--- config.mk ---
export PLATFORM = sky130hd
export DESIGN_NAME = change_dispense_ctrl
export DESIGN_NICKNAME = d
export VERILOG_FILES = /design/src/rtl/change_dispense_ctrl.sv
export SDC_FILE = /design/constraint.sdc
export NUM_CORES = 1
export LEC_CHECK = 0
export ABC_AREA = 1
export BUFFER_PORTS_ARGS = -buffer_cell sky130_fd_sc_hd__buf_2
export CAP_MARGIN = 30
export CORE_ASPECT_RATIO = 0.7
export CORE_MARGIN = 2
export CORE_UTILIZATION = 47
export CTS_CLUSTER_SIZE = 10
export DETAILED_ROUTE_END_ITERATION = 6
export PLACE_DENSITY = 0.81
export SLEW_MARGIN = 20
export SYNTH_ARGS = -nofsm -noshare
export SYNTH_HDL_FRONTEND = slang
export SYNTH_SLANG_ARGS = --single-unit
--- constraint.sdc ---
create_clock -name clk -period 2.7 [get_ports clk]
set_input_delay 0.405 -clock clk [delete_from_list [all_inputs] [get_ports clk]]
set_output_delay 0.405 -clock clk [all_outputs]
set_load 0.05 [all_outputs]
--- src/rtl/change_dispense_ctrl.sv ---
// change_dispense_ctrl
//   Change dispenser sequencer. A Start in IDLE latches Cost/Paid, CHECK
//   classifies the payment, DISPENSE pays the change out one coin per
//   CoinValid/CoinReady handshake using a greedy quarter/dime/nickel choice
//   against the live coin box inventory, and FINISH pulses Done.
// Ports
//   clk, rst                      clock, synchronous active-high reset
//   Start, Cost, Paid             transaction request and operands (nickels)
//   LoadCoins, Load*              restock strobe and counts (IDLE only)
//   CoinReady / CoinValid,CoinOut coin ejector handshake, coin value in nickels
//   Quarters, Dimes, Nickels      live inventory
//   Remaining                     change still owed (nickels)
//   Busy, Done                    not-IDLE indicator, one-cycle end pulse
//   ExactAmmount, CoughUpMore,
//   NotEnoughChange               transaction status flags
module change_dispense_ctrl (
   input  logic       clk,
   input  logic       rst,
   input  logic       Start,
   input  logic [3:0] Cost,
   input  logic [3:0] Paid,
   input  logic       LoadCoins,
   input  logic [1:0] LoadQuarters,
   input  logic [1:0] LoadDimes,
   input  logic [1:0] LoadNickels,
   input  logic       CoinReady,
   output logic       CoinValid,
   output logic [2:0] CoinOut,
   output logic [1:0] Quarters,
   output logic [1:0] Dimes,
   output logic [1:0] Nickels,
   output logic [3:0] Remaining,
   output logic       Busy,
   output logic       Done,
   output logic       ExactAmmount,
   output logic       CoughUpMore,
   output logic       NotEnoughChange
);

   typedef enum logic [1:0] {IDLE, CHECK, DISPENSE, FINISH} state_t;

   localparam logic [2:0] COIN_Q = 3'b101;
   localparam logic [2:0] COIN_D = 3'b010;
   localparam logic [2:0] COIN_N = 3'b001;

   state_t     state;
   logic [3:0] cost_r, paid_r;
   logic [2:0] coin;
   logic [3:0] rem_next;

   // Greedy pick from registered state only, so the presented coin cannot
   // change while the ejector stalls. The chosen coin never exceeds Remaining.
   always_comb begin
      coin = 3'b000;
      if (state == DISPENSE && Remaining != 4'd0) begin
         if (Remaining >= 4'd5 && Quarters != 2'd0)   coin = COIN_Q;
         else if (Remaining >= 4'd2 && Dimes != 2'd0) coin = COIN_D;
         else if (Nickels != 2'd0)                    coin = COIN_N;
      end
   end

   assign CoinOut   = coin;
   assign CoinValid = (coin != 3'b000);
   assign Busy      = (state != IDLE);
   assign rem_next  = Remaining - {1'b0, coin};

   always_ff @(posedge clk) begin
      if (rst) begin
         state           <= IDLE;
         cost_r          <= '0;
         paid_r          <= '0;
         Remaining       <= '0;
         Quarters        <= '0;
         Dimes           <= '0;
         Nickels         <= '0;
         Done            <= 1'b0;
         ExactAmmount    <= 1'b0;
         CoughUpMore     <= 1'b0;
         NotEnoughChange <= 1'b0;
      end else begin
         case (state)
            IDLE: begin
               Done <= 1'b0;
               // Restock wins over Start in the same cycle.
               if (LoadCoins) begin
                  Quarters <= LoadQuarters;
                  Dimes    <= LoadDimes;
                  Nickels  <= LoadNickels;
               end else if (Start) begin
                  cost_r          <= Cost;
                  paid_r          <= Paid;
                  ExactAmmount    <= 1'b0;
                  CoughUpMore     <= 1'b0;
                  NotEnoughChange <= 1'b0;
                  state           <= CHECK;
               end
            end
            CHECK: begin
               if ({1'b0, paid_r} < {1'b0, cost_r}) begin
                  CoughUpMore <= 1'b1;
                  Remaining   <= '0;
                  Done        <= 1'b1;
                  state       <= FINISH;
               end else if (paid_r == cost_r) begin
                  ExactAmmount <= 1'b1;
                  Remaining    <= '0;
                  Done         <= 1'b1;
                  state        <= FINISH;
               end else begin
                  Remaining <= paid_r - cost_r;
                  state     <= DISPENSE;
               end
            end
            DISPENSE: begin
               if (coin == 3'b000) begin
                  // Change still owed but nothing in the box fits; coins
                  // already handed out stay handed out.
                  NotEnoughChange <= 1'b1;
                  Done            <= 1'b1;
                  state           <= FINISH;
               end else if (CoinReady) begin
                  case (coin)
                     COIN_Q:  Quarters <= Quarters - 2'd1;
                     COIN_D:  Dimes    <= Dimes - 2'd1;
                     default: Nickels  <= Nickels - 2'd1;
                  endcase
                  Remaining <= rem_next;
                  if (rem_next == 4'd0) begin
                     Done  <= 1'b1;
                     state <= FINISH;
                  end
               end
            end
            FINISH: begin
               Done  <= 1'b0;
               state <= IDLE;
            end
            default: state <= IDLE;
         endcase
      end
   end

endmodule

==> flow_metrics.py <==
metrics = {
    "global_route": {
        "antenna_found_initial": 0,
        "track_usage": 0.209,
        "grtUsageMet3": 0.0543,
        "met1_usage": 0.302,
        "grt_busiest_layer": "met2",
        "grt_max_degree": 20,
        "overflow": 0,
        "grt_pass1_vias": 1391,
        "globalRouteMet2Util": 0.310,
        "grt_pass1_wl_um": 6290,
    },
    "floorplan": {
        "pin_count": 38,
        "dieArea_um2": 4040,
        "start_util": 0.483,
        "core_um2": 3450,
        "die_h_um": 53.8,
        "std_cell_rows": 18,
        "die_w_um": 75.1,
    },
    "timing": {
        "slew_headroom": 0.588,
        "final.period_utilization": 0.914,
        "setup_viol": 0,
        "period_needed_ns": 2.47,
        "hold_violations": 0,
        "setup-tns-final_ns": 0,
        "clock_skew_ns": 0.00429,
        "rsz0062_at_grt": "no",
        "fmax_mhz": 405,
        "worst_pin_slew_ns": 0.616,
        "setup_slack_ns": 0.233,
        "report.final.slew_viol_count": 0,
    },
    "layout": {
        "num-fill-cells": 322,
        "nets": 311,
        "antennaDiodeCount": 0,
        "layout_common_cells": "nand2_1, buf_2, inv_1, a21oi_1, nor2_1",
        "fin_util": 0.581,
        "syn2layout_area_growth_pct": 20.3,
        "final_common_cell": "nand2_1",
        "drive_gt1_frac": 0.283,
    },
    "synthesis": {
        "ys_warn_count": 0,
        "synthCells": 238,
        "avgSynthCellArea_um2": 6.99,
        "ys_seq_elements": 24,
        "syn_area_um2": 1660,
        "synth_fp_nets": 272,
        "yosysSeqAreaShare": 0.289,
        "ys_types": 28,
    },
    "worst_setup_path": {
        "worstSetupEndpointType": "flip-flop",
        "max_stage_delay_ns": 0.44,
        "cp_top_family": "adder cells",
        "critPathBufInv": 4,
        "critPathSlowestCell": "fa_1",
        "cp_max_fo": 5,
        "cp.required_ns": 2.86,
        "arrival_ns": 2.63,
        "crit_type": "flip-flop to flip-flop",
        "path_cells": "inv_1, ha_1, nand2_4, inv_2, nand2_4, clkinvlp_4, ha_1, inv_1, fa_1, nor2_1, nand3_2, nand2_4, nand2_2, nand2_1, a21oi_1",
        "start_kind": "flip-flop",
        "cp_common_cell": "nand2_4",
    },
    "cts": {
        "cts_tree": "done",
        "cts_root_buf": "clkbuf_8",
        "clk_path_buf_depth": 2,
        "clk_pin_slew_worst_paths_ns": 0.09,
        "cts_buffers": 3,
        "holdBufCountCts": 0,
        "clk_latency_ns": 0.27,
        "cts_htree_levels": 1,
        "clock-sinks": 24,
    },
    "route": {
        "firstDrtPassIters": 4,
        "post_drt_wl_per_cell_um": 11.5,
        "drt_iter0_drc": 86,
        "routed_via_density": 4.98,
        "ant_nets": 0,
        "drt_wl_total_um": 3750,
        "drc": 0,
        "num_vias": 1624,
    },
    "place": {
        "dp_slack_ns": 0.215,
        "place_congestion": 0.856,
        "io_buffers": 37,
        "dpl.hpwl_um": 2870,
    },
    "pwr": {
        "power_mw": 2.42,
        "pwr-share-seq": 0.230,
        "switching_power_mw": 1.27,
        "combinationalPowerShare": 0.636,
        "p_per_area_nw_per_um2": 1210,
        "p_leak_nw": 0.993,
        "irDropWorstVdd_mv": 0.787,
        "switching_share": 0.526,
        "p_clk_frac": 0.134,
        "p_int_mw": 1.14,
    },
    "outcome": {
        "run_status": "complete, no violations",
    },
    "job": {
        "maxCapViolCount": 0,
    },
    "hold_path": {
        "worstHoldPathType": "input port to flip-flop",
    },
}
-- final cells by class --
cell class | instances | area (µm²) | share of cell area
clock buffer | 3 | 41.3 | 0.0206
clock inverter | 1 | 30.0 | 0.0150
inverter | 39 | 150 | 0.0750
multi-input combinational | 171 | 1020 | 0.512
sequential | 24 | 500 | 0.250
tap | 50 | 62.6 | 0.0313
timing repair buffer | 38 | 193 | 0.0963
-- registers in the layout, indices dropped and copies added (netlist names) --
signal	cells
Remaining	4
state	2
Dimes	2
Done	1
Quarters	2
cost_r	4
Nickels	2
paid_r	4
ExactAmmount	1
CoughUpMore	1
NotEnoughChange	1
-- power groups by stage --
| stage | Combinational (mW) | Clock, mW | Sequential, mW |
|---|---|---|---|
| floorplan | 0.972 | 0 | 0.793 |
| global placement | 1.47 | 0 | 0.561 |
| detailed placement | 1.50 | 0 | 0.564 |
| CTS | 1.52 | 0.327 | 0.556 |
| global route | 1.73 | 0.340 | 0.570 |
| finish | 1.54 | 0.323 | 0.557 |
-- final timing paths --
| path | startpoint | endpoint | slack [ns] | cells past startpoint |
|---|---|---|---|---|
| max | state[0] | state[0] | 0.23 | 15 |
| min | rst | NotEnoughChange | 0.40 | 2 |
| max reg2reg | state[0] | state[0] | 0.23 | 15 |
| min reg2reg | paid_r[3] | paid_r[3] | 0.46 | 2 |
-- cells by family (layout without fill, tap and decap cells) --
logic type      Yosys count  after routing  share of synthesized area
xor+xnor                  2              2                     0.0105
buf+inv                  43             81                      0.100
simple gates            107            107                      0.330
flops                    24             24                      0.289
fa+ha+maj                15             15                      0.122
compound gates           47             47                      0.149
-- Yosys cell counts (all sizes together) --
master | number | area (µm²)
a21oi | 23 | 115
buf | 2 | 12.5
clkbuf | 2 | 7.51
dfxtp | 24 | 480
fa | 2 | 40.0
ha | 13 | 163
inv | 39 | 146
nand2 | 51 | 231
nand3 | 23 | 148
nand3b | 1 | 7.51
nand4 | 2 | 12.5
nor2 | 27 | 124
nor3 | 3 | 25.0
o21ai | 22 | 114
o221a | 1 | 11.3
o31ai | 1 | 7.51
xnor2 | 1 | 8.76
xor2 | 1 | 8.76
-- per-layer routing --
metal / routed length, µm / part of all wire / vias to the layer above
met3: 230 / 0.061 / 6
met5: 0 / 0 / -
met2: 1580 / 0.42 / 46
met4: 41 / 0.011 / 0
met1: 1900 / 0.51 / 724
li1: - / - / 848
-- per-stage QoR --
stage	hold slack, ns	area (µm²)	cells
after global routing	0.411	2000	326
after global placement	0.443	1920	322
after detailed placement	0.448	1920	322
final	0.402	2000	326
after CTS	0.401	1990	326
after floorplan	0.427	1690	238
-- worst reg2reg max path: cells and delay by family, from the launching register on --
| kind | cells | cell delay, ns |
|---|---|---|
| adders and majority gates | 3 | 0.88 |
| AOI/OAI and AO/OA | 1 | 0.06 |
| DFF | 1 | 0.39 |
| buffers and inverters | 4 | 0.35 |
| and+or+nand+nor | 7 | 0.70 |
-- timing repair --
action                     CTS  global route
setup endpoints to repair    0             3
gates resized for setup      0             2
buffers inserted             0             0
(Power assumes the default switching activity.)
